--- src/rtl/if_stage_pkg.sv ---
// Shared types and constants for the RV32I instruction fetch stage.
// Word and address widths, the NOP filler and the IF/ID bundle.
package if_stage_pkg;

  localparam int INST_WIDTH      = 32;
  localparam int INST_ADDR_WIDTH = 32;

  localparam logic [INST_WIDTH-1:0] NOP_INST = 32'h0000_0013;

  typedef logic [INST_WIDTH-1:0]      inst_t;
  typedef logic [INST_ADDR_WIDTH-1:0] addr_t;

  typedef struct packed {
    inst_t inst;
    addr_t addr;
  } if_id_t;

  function automatic addr_t word_align(addr_t a);
    return a & ~addr_t'(3);
  endfunction

endpackage

--- src/rtl/if_stage_if.sv ---
// Instruction memory request/response bus.
// master = fetch unit, slave = instruction memory.
interface if_stage_if;
  import if_stage_pkg::*;

  logic  imem_req_o;
  addr_t imem_addr_o;
  logic  imem_gnt_i;
  logic  imem_rvalid_i;
  inst_t imem_rdata_i;

  modport master (
    output imem_req_o,
    output imem_addr_o,
    input  imem_gnt_i,
    input  imem_rvalid_i,
    input  imem_rdata_i
  );

  modport slave (
    input  imem_req_o,
    input  imem_addr_o,
    output imem_gnt_i,
    output imem_rvalid_i,
    output imem_rdata_i
  );

endinterface

--- src/rtl/if_stage_sync_fifo.sv ---
// Small synchronous FIFO: push, pop, clear, count, head.
// Clear wins over push/pop; DEPTH must be a power of two.
module sync_fifo #(
  parameter int WIDTH = 32,
  parameter int DEPTH = 2
) (
  input  logic                   clk,
  input  logic                   rst,
  input  logic                   clear,
  input  logic                   push,
  input  logic                   pop,
  input  logic [WIDTH-1:0]       din,
  output logic [WIDTH-1:0]       head,
  output logic [$clog2(DEPTH):0] count
);

  localparam int AW = $clog2(DEPTH);
  localparam int CW = AW + 1;

  logic [WIDTH-1:0] mem [DEPTH];
  logic [AW-1:0]    rd_ptr;
  logic [AW-1:0]    wr_ptr;

  // Storage write; contents need no reset, pointers guard validity.
  always_ff @(posedge clk) begin
    if (push && !clear)
      mem[wr_ptr] <= din;
  end

  // Pointer and occupancy bookkeeping.
  always_ff @(posedge clk) begin
    if (rst || clear) begin
      rd_ptr <= '0;
      wr_ptr <= '0;
      count  <= '0;
    end else begin
      if (push) wr_ptr <= wr_ptr + AW'(1);
      if (pop)  rd_ptr <= rd_ptr + AW'(1);
      count <= count + CW'(push) - CW'(pop);
    end
  end

  assign head = mem[rd_ptr];

endmodule

--- src/rtl/if_stage.sv ---
// RV32I fetch stage: PC, credit-limited imem fetch, in-order buffer.
// Optional misaligned-redirect trap: define IFU_MISALIGN_TRAP_EN.
module if_stage
  import if_stage_pkg::*;
#(
  parameter addr_t RESET_ADDR = 32'h0000_0000,
  parameter int    FIFO_DEPTH = 2
) (
  input  logic clk,
  input  logic rst,
  if_stage_if.master imem,
  input  logic  redirect_i,
  input  addr_t redirect_addr_i,
  input  logic  stall_i,
  output logic  inst_valid_o,
  output inst_t inst_o,
  output addr_t inst_addr_o
`ifdef IFU_MISALIGN_TRAP_EN
  , output logic fetch_misalign_o
`endif
);

  localparam int CW = $clog2(FIFO_DEPTH) + 1;
  localparam int IW = CW + 1;

  typedef logic [CW-1:0] cnt_t;

  addr_t  pc;
  addr_t  target;
  addr_t  aq_head;
  cnt_t   out_cnt;
  cnt_t   disc_cnt;
  cnt_t   fifo_cnt;
  if_id_t fifo_head;
  if_id_t fifo_din;
  logic   [IW-1:0] inflight;
  logic   halted;
  logic   pop;
  logic   grant;
  logic   push;
  logic   rvalid;

  assign rvalid = imem.imem_rvalid_i;

`ifdef IFU_MISALIGN_TRAP_EN
  assign target = redirect_addr_i;

  // A misaligned redirect parks the stage until an aligned one arrives.
  always_ff @(posedge clk) begin
    if (rst)
      halted <= 1'b0;
    else if (redirect_i)
      halted <= |redirect_addr_i[1:0];
  end

  assign fetch_misalign_o = halted;
`else
  assign target = word_align(redirect_addr_i);
  assign halted = 1'b0;
`endif

  assign inst_valid_o = (fifo_cnt != '0) && !halted;
  assign pop          = inst_valid_o && !stall_i;

  // Every granted fetch already owns a buffer slot, so the memory never
  // needs back-pressure on responses.
  assign inflight = {1'b0, out_cnt}
                  + {1'b0, fifo_cnt}
                  - IW'(pop);

  assign imem.imem_req_o  = !rst && !redirect_i && !halted
                         && (inflight < IW'(FIFO_DEPTH));
  assign imem.imem_addr_o = pc;
  assign grant = imem.imem_req_o && imem.imem_gnt_i;

  assign push = rvalid && (disc_cnt == '0) && !redirect_i;
  assign fifo_din = '{inst: imem.imem_rdata_i, addr: aq_head};

  // The address queue occupancy is exactly the outstanding count.
  sync_fifo #(
    .WIDTH(INST_ADDR_WIDTH),
    .DEPTH(FIFO_DEPTH)
  ) u_addr_q (
    .clk   (clk),
    .rst   (rst),
    .clear (1'b0),
    .push  (grant),
    .pop   (rvalid),
    .din   (pc),
    .head  (aq_head),
    .count (out_cnt)
  );

  sync_fifo #(
    .WIDTH($bits(if_id_t)),
    .DEPTH(FIFO_DEPTH)
  ) u_inst_q (
    .clk   (clk),
    .rst   (rst),
    .clear (redirect_i),
    .push  (push),
    .pop   (pop && !redirect_i),
    .din   (fifo_din),
    .head  (fifo_head),
    .count (fifo_cnt)
  );

  // PC advance and stale-response accounting; redirect dominates.
  always_ff @(posedge clk) begin
    if (rst) begin
      pc       <= RESET_ADDR;
      disc_cnt <= '0;
    end else if (redirect_i) begin
      pc       <= target;
      disc_cnt <= out_cnt - cnt_t'(rvalid);
    end else begin
      if (grant)
        pc <= pc + addr_t'(4);
      if (rvalid && disc_cnt != '0)
        disc_cnt <= disc_cnt - cnt_t'(1);
    end
  end

  assign inst_o      = (fifo_cnt != '0) ? fifo_head.inst : NOP_INST;
  assign inst_addr_o = (fifo_cnt != '0) ? fifo_head.addr : '0;

endmodule
--- src/flat_wrapper.sv ---
// flat-port wrapper written by rule: the top's interface ports become plain ports
module if_stage_flat import if_stage_pkg::*;
#(
  parameter addr_t RESET_ADDR = 32'h0000_0000,
  parameter int    FIFO_DEPTH = 2
)
  (clk, rst, redirect_i, redirect_addr_i, stall_i, inst_valid_o, inst_o, inst_addr_o, imem_imem_req_o, imem_imem_addr_o, imem_imem_gnt_i, imem_imem_rvalid_i, imem_imem_rdata_i);
  if_stage_if imem_i ();
  input  logic clk;
  input  logic rst;
  input  logic redirect_i;
  input  addr_t redirect_addr_i;
  input  logic stall_i;
  output logic inst_valid_o;
  output inst_t inst_o;
  output addr_t inst_addr_o;
  output wire logic [$bits(imem_i.imem_req_o)-1:0] imem_imem_req_o;
  output wire logic [$bits(imem_i.imem_addr_o)-1:0] imem_imem_addr_o;
  input wire logic [$bits(imem_i.imem_gnt_i)-1:0] imem_imem_gnt_i;
  input wire logic [$bits(imem_i.imem_rvalid_i)-1:0] imem_imem_rvalid_i;
  input wire logic [$bits(imem_i.imem_rdata_i)-1:0] imem_imem_rdata_i;
  assign imem_imem_req_o = imem_i.imem_req_o;
  assign imem_imem_addr_o = imem_i.imem_addr_o;
  assign imem_i.imem_gnt_i = imem_imem_gnt_i;
  assign imem_i.imem_rvalid_i = imem_imem_rvalid_i;
  assign imem_i.imem_rdata_i = imem_imem_rdata_i;
  if_stage #(.RESET_ADDR(RESET_ADDR), .FIFO_DEPTH(FIFO_DEPTH)) u_core (.clk(clk), .rst(rst), .imem(imem_i), .redirect_i(redirect_i), .redirect_addr_i(redirect_addr_i), .stall_i(stall_i), .inst_valid_o(inst_valid_o), .inst_o(inst_o), .inst_addr_o(inst_addr_o));
endmodule
--- config.mk ---
export PLATFORM = sky130hd
export DESIGN_NAME = if_stage_flat
export DESIGN_NICKNAME = d
export VERILOG_FILES = /design/src/rtl/if_stage_pkg.sv /design/src/rtl/if_stage_if.sv /design/src/rtl/if_stage_sync_fifo.sv /design/src/rtl/if_stage.sv /design/src/flat_wrapper.sv
export SDC_FILE = /design/constraint.sdc
export NUM_CORES = 1
export LEC_CHECK = 0
export ABC_CLOCK_PERIOD_IN_PS = 16950
export CORE_UTILIZATION = 30
export CTS_CLUSTER_DIAMETER = 30
export DETAILED_ROUTE_END_ITERATION = 16
export HOLD_SLACK_MARGIN = 0.1
export MAX_ROUTING_LAYER = met4
export PLACE_DENSITY_LB_ADDON = 0.12
export SLEW_MARGIN = 20
export SYNTH_ARGS = -nofsm -noshare
export SYNTH_HDL_FRONTEND = slang
export SYNTH_HIERARCHICAL = 1
export SYNTH_SLANG_ARGS = --single-unit
--- constraint.sdc ---
create_clock -name clk -period 16.95 [get_ports clk]
set_input_delay 3.39 -clock clk [delete_from_list [all_inputs] [get_ports clk]]
set_output_delay 3.39 -clock clk [all_outputs]
set_load 0.01 [all_outputs]
==> impl_metrics.py, run 1 <==
metrics = {
    "run_status": {
        "status": "finished, final reports clean",
    },
    "route": {
        "vias": 6105,
        "first_pass_iters": 4,
        "drt-initial-drc-count": 290,
        "post_drt_wl_per_cell_um": 16.96,
        "via_per_inst": 4.446,
        "final_antenna_net_count": 0,
        "wirelength_um": 23290,
        "drc": 0,
    },
    "setup_path": {
        "critPathMaxFanout": 3,
        "path_class": "in -> out",
        "cp-end-kind": "output port",
        "crit_chain": "clkdlybuf4s50_1, nor2_1, ha_1, nand2b_1, fa_1, xor2_1, and3_1, clkdlybuf4s50_1",
        "cpPeakStageDelay_ns": 0.55,
        "r2r_start": "u_core/u_inst_q/count[0]",
        "startpoint": "stall_i",
        "crit_path_top_delay_cell": "clkdlybuf4s50_1",
        "cpMostUsedCell": "clkdlybuf4s50_1",
        "crit_arrival_ns": 5.83,
        "crit_required_ns": 13.56,
        "cp-start-kind": "input port",
    },
    "floorplan": {
        "start_util_pct": 30.57,
        "io_pins": 168,
        "fp.dieW_um": 187.1,
        "die_height_um": 187.1,
        "core_area_um2": 33620,
        "rows": 67,
        "die_area_um2": 34990,
    },
    "clock_tree": {
        "cts_made_buffers": 59,
        "h-tree-depth": 2,
        "cts_tree": "done",
        "root_buffer": "clkbuf_16",
        "clockBufferDepth": 3,
        "clk_latency_ns": 0.56,
        "ctsHoldBuffers": 0,
        "cts_resized": 0,
        "cts_sinks": 234,
        "clkTransAtPathRegs_ns": 0.04,
        "post_cts_buffers": 0,
    },
    "run": {
        "maxCapViolations": 0,
    },
    "synth": {
        "synth-edff-count": 192,
        "ys_ff_latch": 234,
        "ys_top_cells_by_area": "edfxtp_1 (56%), mux2_4 (13%), dfxtp_1 (8.2%)",
        "syn_area_per_cell_um2": 15.47,
        "ys_types": 56,
        "syn_area_um2": 10270,
        "async_flop_share_pct": 0,
        "synth_common_cells": "edfxtp_1 (192), mux2_4 (90), nor2b_1 (61), dfxtp_1 (42), nand2_1 (28)",
        "yosys_warnings": 6,
        "synth_seq_area_share_pct": 64.30,
        "yosysMostFrequentCell": "edfxtp_1",
        "syn_inst": 664,
        "yosysTopAreaCellShare_pct": 56.11,
        "synth_top_flop_cell": "edfxtp_1",
        "synth_area_leader_cell": "edfxtp_1",
    },
    "timing": {
        "hold_ws_ns": 0.5373,
        "hold_viol": 0,
        "slew_violations": 0,
        "fin_crit_sh_pct": 54.42,
        "tightestPinTransition_ns": 1.018,
        "fin_setup_tns_ns": 0,
        "rsz0062_at_grt": "no",
        "finClkSkew_ns": 0.01178,
        "slew_headroom_pct": 32.16,
        "finalSetupViolCount": 0,
        "finalWorstPathRequiredPeriod_ns": 9.224,
        "fmax_ghz": 0.1084,
    },
    "placed_design": {
        "place_hpwl_um": 13990,
        "routabilityCongestion": 0.7468,
        "place_area_um2": 12300,
        "port_buffers": 163,
    },
    "cells_and_area": {
        "area_growth_pct": 39.05,
        "final_util_pct": 42.50,
        "drive_above_1_share_pct": 23.16,
        "final_area_um2": 14290,
        "layout.nets": 956,
    },
    "grt": {
        "grt_use_met1_pct": 17.15,
        "grt_pass1_wl_um": 35940,
        "met2_usage_pct": 21.76,
        "use_met3_pct": 3.471,
        "grt-ovfl-total": 0,
        "grt_busiest_layer": "met2",
        "antenna_found_initial": 1,
        "grt_start_max_net_pins": 68,
        "grt_usage_pct": 13.69,
        "grt_pass1_vias": 6246,
    },
    "hold_path": {
        "hp-class": "reg -> reg",
        "worstHoldStart": "u_core/u_inst_q/rd_ptr",
    },
    "power_and_ir_drop": {
        "p_leak_uw": 0.005036,
        "power_density_nw_per_um2": 128.5,
        "ir_drop_mv": 0.07070,
    },
}
==> kinds of logic (layout without fill, tap and decap cells) <==
logic type / after synthesis / after routing / synth area share (%)
flip-flops: 234 / 234 / 64.30
other: 1 / 14 / 0.03650
XOR/XNOR: 21 / 21 / 2.058
buffers and inverters: 54 / 302 / 3.799
adder cells (fa/ha/maj): 10 / 10 / 1.291
multiplexers: 101 / 101 / 14.34
AO/OA/AOI/OAI: 61 / 61 / 3.824
AND/OR/NAND/NOR: 182 / 182 / 10.35
==> path summary, 6_finish.rpt <==
kind                                                    to  slack (ns)  cells after the start
worst max register to register  u_core/u_addr_q/mem[1][10]       12.66                     10
worst max-delay path                       imem_imem_req_o        7.73                      8
worst min register to register                   flip-flop        0.54                      2
worst min-delay path                             flip-flop        0.54                      2
==> registers in the layout, summed over array words and instances, names as in the netlist, named ones only <==
register,cells
u_core/u_inst_q/mem,128
u_core/u_addr_q/mem,64
u_core/imem.imem_addr_o,30
u_core/disc_cnt,2
u_core/u_addr_q/count,2
u_core/u_inst_q/count,2
u_core/u_addr_q/rd_ptr,1
u_core/u_addr_q/wr_ptr,1
u_core/u_inst_q/rd_ptr,1
u_core/u_inst_q/wr_ptr,1
==> through the flow <==
step | std cells | worst slack, ns | power (uW)
2_1_floorplan | 676 | 7.301 | 708.5
3_3_place_gp | 1263 | 7.751 | 758.1
3_5_place_dp | 1263 | 7.716 | 759.0
4_1_cts | 1372 | 7.700 | 1862
5_1_grt | 1373 | 7.578 | 1905
6_report | 1373 | 7.726 | 1835
==> per-layer routing <==
| layer | wire length (um) | up-vias | part of all wire (%) |
|---|---|---|---|
| li1 | - | 2926 | - |
| met1 | 10600 | 2953 | 46 |
| met2 | 11070 | 189 | 48 |
| met3 | 1213 | 37 | 5.2 |
| met4 | 401 | 0 | 1.7 |
| met5 | 0 | - | 0 |
==> critical path: cells and delay by family <==
kind          cells  cell delay [ns]
simple gates      3             0.45
fa+ha+maj         2             0.67
buf+inv           2             1.07
xor+xnor          1             0.26
==> power breakdown <==
part / total (uW) / switching [uW] / internal [uW]
combinational: 96.3 / 42.7 / 53.6
sequential: 651 / 13.3 / 638
clock: 1090 / 320 / 768
total: 1840 / 376 / 1460
==> cell usage in the layout (no fill, tap or decap), types with 4 or more instances in the layout <==
cell type | synthesis | routed
edfxtp_1 | 192 | 192
clkdlybuf4s50_1 | 0 | 163
mux2_4 | 90 | 90
nor2b_1 | 61 | 61
clkbuf_16 | 0 | 59
dfxtp_1 | 42 | 40
nand2_1 | 28 | 28
inv_1 | 19 | 19
nor2_1 | 18 | 17
a21oi_1 | 15 | 15
clkinv_1 | 0 | 14
nor3_1 | 13 | 13
nand4_1 | 13 | 13
conb_1 | 1 | 13
clkinv_2 | 0 | 12
xor2_1 | 12 | 12
buf_4 | 2 | 11
nand3_1 | 10 | 10
mux2_2 | 10 | 10
bufinv_16 | 0 | 9
ha_1 | 9 | 9
and3_1 | 8 | 8
o21ai_0 | 8 | 8
a31oi_1 | 8 | 8
clkbuf_1 | 16 | 7
xnor2_1 | 7 | 7
o22ai_1 | 7 | 7
a22oi_1 | 5 | 5
clkinvlp_4 | 0 | 4
a211oi_1 | 4 | 4
o211ai_1 | 4 | 4
==> cell type report <==
cell class                 count  area (um^2)
timing repair buffer         174         1714
clock buffer                  67         1516
tap                          448        560.5
clock inverter                42        465.4
fill                        3096        19330
antenna                        1        2.502
sequential                   234         6611
multi-input combinational    388         3346
inverter                      19        71.32
(Power assumes the default switching activity.)
==> inputs of run 2 (changes only) <==
--- a/config.mk
+++ b/config.mk
@@ -5,7 +5,7 @@
 export SDC_FILE = /design/constraint.sdc
 export NUM_CORES = 1
 export LEC_CHECK = 0
-export ABC_CLOCK_PERIOD_IN_PS = 16950
+export ABC_CLOCK_PERIOD_IN_PS = 8400
 export CORE_UTILIZATION = 30
 export CTS_CLUSTER_DIAMETER = 30
 export DETAILED_ROUTE_END_ITERATION = 16
==> constraint.sdc (replaced) <==
create_clock -name clk -period 8.4 [get_ports clk]
set_input_delay 1.68 -clock clk [delete_from_list [all_inputs] [get_ports clk]]
set_output_delay 1.68 -clock clk [all_outputs]
set_load 0.01 [all_outputs]
==> impl_metrics.py, run 2 (synthesis gave the netlist of run 1 again) <==
metrics = {
    "setup_path": {
        "critPathMaxFanout": 3,
        "crit_chain": "clkdlybuf4s50_1, nor2_1, ha_1, nand2b_1, fa_1, xor2_1, and3_1, clkdlybuf4s50_1",
        "cp-end-kind": "output port",
        "crit_arrival_ns": 4.10,
        "crit_required_ns": 6.72,
        "cpPeakStageDelay_ns": 0.56,
        "path_class": "in -> out",
        "crit_path_top_delay_cell": "clkdlybuf4s50_1",
        "cp_num_buf_inv": 2,
        "cp-start-kind": "input port",
        "critPathTopFamily": "buffers and inverters",
        "cpMostUsedCell": "clkdlybuf4s50_1",
    },
    "grt": {
        "grt_start_max_net_pins": 67,
        "met2_usage_pct": 21.95,
        "antenna_found_initial": 1,
        "grt_usage_pct": 13.62,
        "grt_pass1_wl_um": 35980,
        "grt_busiest_layer": "met2",
        "grt_use_met1_pct": 16.81,
        "grt-ovfl-total": 0,
        "use_met3_pct": 3.152,
        "grt_pass1_vias": 6334,
    },
    "floorplan": {
        "rows": 67,
        "fp.dieW_um": 187.1,
        "die_height_um": 187.1,
        "start_util_pct": 30.57,
        "die_area_um2": 34990,
        "io_pins": 168,
        "core_area_um2": 33620,
    },
    "timing": {
        "slew_headroom_pct": 37.61,
        "fmax_ghz": 0.1729,
        "rsz0062_at_grt": "no",
        "finClkSkew_ns": 0.01381,
        "finalSetupViolCount": 0,
        "finalWorstPathRequiredPeriod_ns": 5.784,
        "fin_crit_sh_pct": 68.86,
        "fin_setup_tns_ns": 0,
        "hold_viol": 0,
        "tightestPinTransition_ns": 0.9358,
        "slew_violations": 0,
    },
    "cells_and_area": {
        "registers.top_by_ff_count": "u_core/u_inst_q/mem",
        "fillers": 3096,
        "multiInputGateArea_um2": 3346,
        "final_cell_mix": "edfxtp_1 (192), clkdlybuf4s50_1 (163), mux2_4 (90)",
        "final_util_pct": 42.66,
        "area_growth_pct": 39.58,
        "drive_above_1_share_pct": 24.30,
        "layout.nets": 957,
        "largest_register_ffs": 128,
        "regArea_um2": 6611,
        "layout_commonest_cell": "edfxtp_1",
    },
    "route": {
        "drt-initial-drc-count": 275,
        "vias": 6092,
        "drc": 0,
        "first_pass_iters": 4,
        "post_drt_wl_per_cell_um": 16.90,
        "final_antenna_net_count": 0,
        "via_per_inst": 4.431,
        "wirelength_um": 23240,
    },
    "clock_tree": {
        "ctsHoldBuffers": 0,
        "cts_tree": "done",
        "clkTransAtPathRegs_ns": 0.04,
        "post_cts_buffers": 0,
        "cts_resized": 0,
        "cts_made_buffers": 60,
        "clk_latency_ns": 0.55,
        "h-tree-depth": 2,
        "clockBufferDepth": 3,
        "root_buffer": "clkbuf_16",
        "cts_sinks": 234,
    },
    "run_status": {
        "status": "finished, final reports clean",
    },
    "power_and_ir_drop": {
        "ir_drop_mv": 0.1849,
        "power_density_nw_per_um2": 261.8,
        "p_leak_uw": 0.005054,
    },
    "placed_design": {
        "port_buffers": 163,
        "place_hpwl_um": 14140,
        "routabilityCongestion": 0.7342,
    },
    "run": {
        "maxCapViolations": 0,
    },
    "hold_path": {
        "hp-class": "reg -> reg",
    },
}
[run 2: cell count changes in the layout (fill, tap and decap cells not counted), sizes merged]
cell | previous run | this run
bufinv | 9 | 8
inv | 20 | 21
clkinvlp | 4 | 9
clkbuf | 67 | 77
clkinv | 28 | 15
[run 2: worst paths after layout]
path	to	slack, ns	start	cells after the start
max	imem_imem_req_o	2.62	stall_i	8
min	flip-flop	0.54	u_core/u_inst_q/rd_ptr	2
max reg2reg	u_core/u_addr_q/mem[1][25]	4.83	u_core/u_inst_q/count[1]	9
min reg2reg	flip-flop	0.54	u_core/u_inst_q/rd_ptr	2
[run 2: report_power, final]
part | leakage (uW) | switching [uW] | internal, uW
clock network | 0.000980 | 649 | 1600
logic | 0.00198 | 84.4 | 108
registers | 0.00210 | 27.7 | 1290
total | 0.00505 | 761 | 2990
[run 2: worst reg2reg max path, stage by stage, from the launching register on]
cell	delay [ns]
dfxtp_1	0.42
nor2_4	0.04
nor2_1	0.09
ha_1	0.23
nand2b_1	0.15
fa_1	0.50
nand4bb_1	0.15
nand2b_1	0.19
inv_1	0.47
and3b_2	0.94
[run 2: metal layers]
metal  wire length, um  part of all wire [%]  up-vias
li1                  -                     -     2924
met1             10660                    46     2947
met2             11070                    48      181
met3              1108                   4.8       40
met4               400                   1.7        0
met5                 0                     0        -
[run 2: final cells by class]
cell class / instances / area share [%]
Clock inverter: 34 / 2.783
Timing Repair Buffer: 174 / 11.95
Inverter: 19 / 0.4973
Clock buffer: 77 / 11.41
Multi-Input combinational cell: 388 / 23.33
Tap cell: 448 / 3.909
Antenna cell: 1 / 0.01745
Sequential cell: 234 / 46.10
[run 2: per-stage QoR]
stage / hold slack, ns / power (uW) / setup slack, ns / std cells / instance area [um^2]
2_1_floorplan: 0.5184 / 1430 / 0.4614 / 676 / 10320
3_3_place_gp: 0.5271 / 1529 / 2.645 / 1263 / 12300
3_5_place_dp: 0.5273 / 1531 / 2.641 / 1263 / 12300
4_1_cts: 0.5331 / 3808 / 2.619 / 1374 / 14340
5_1_grt: 0.5556 / 3884 / 2.498 / 1375 / 14340
6_report: 0.5361 / 3755 / 2.616 / 1375 / 14340
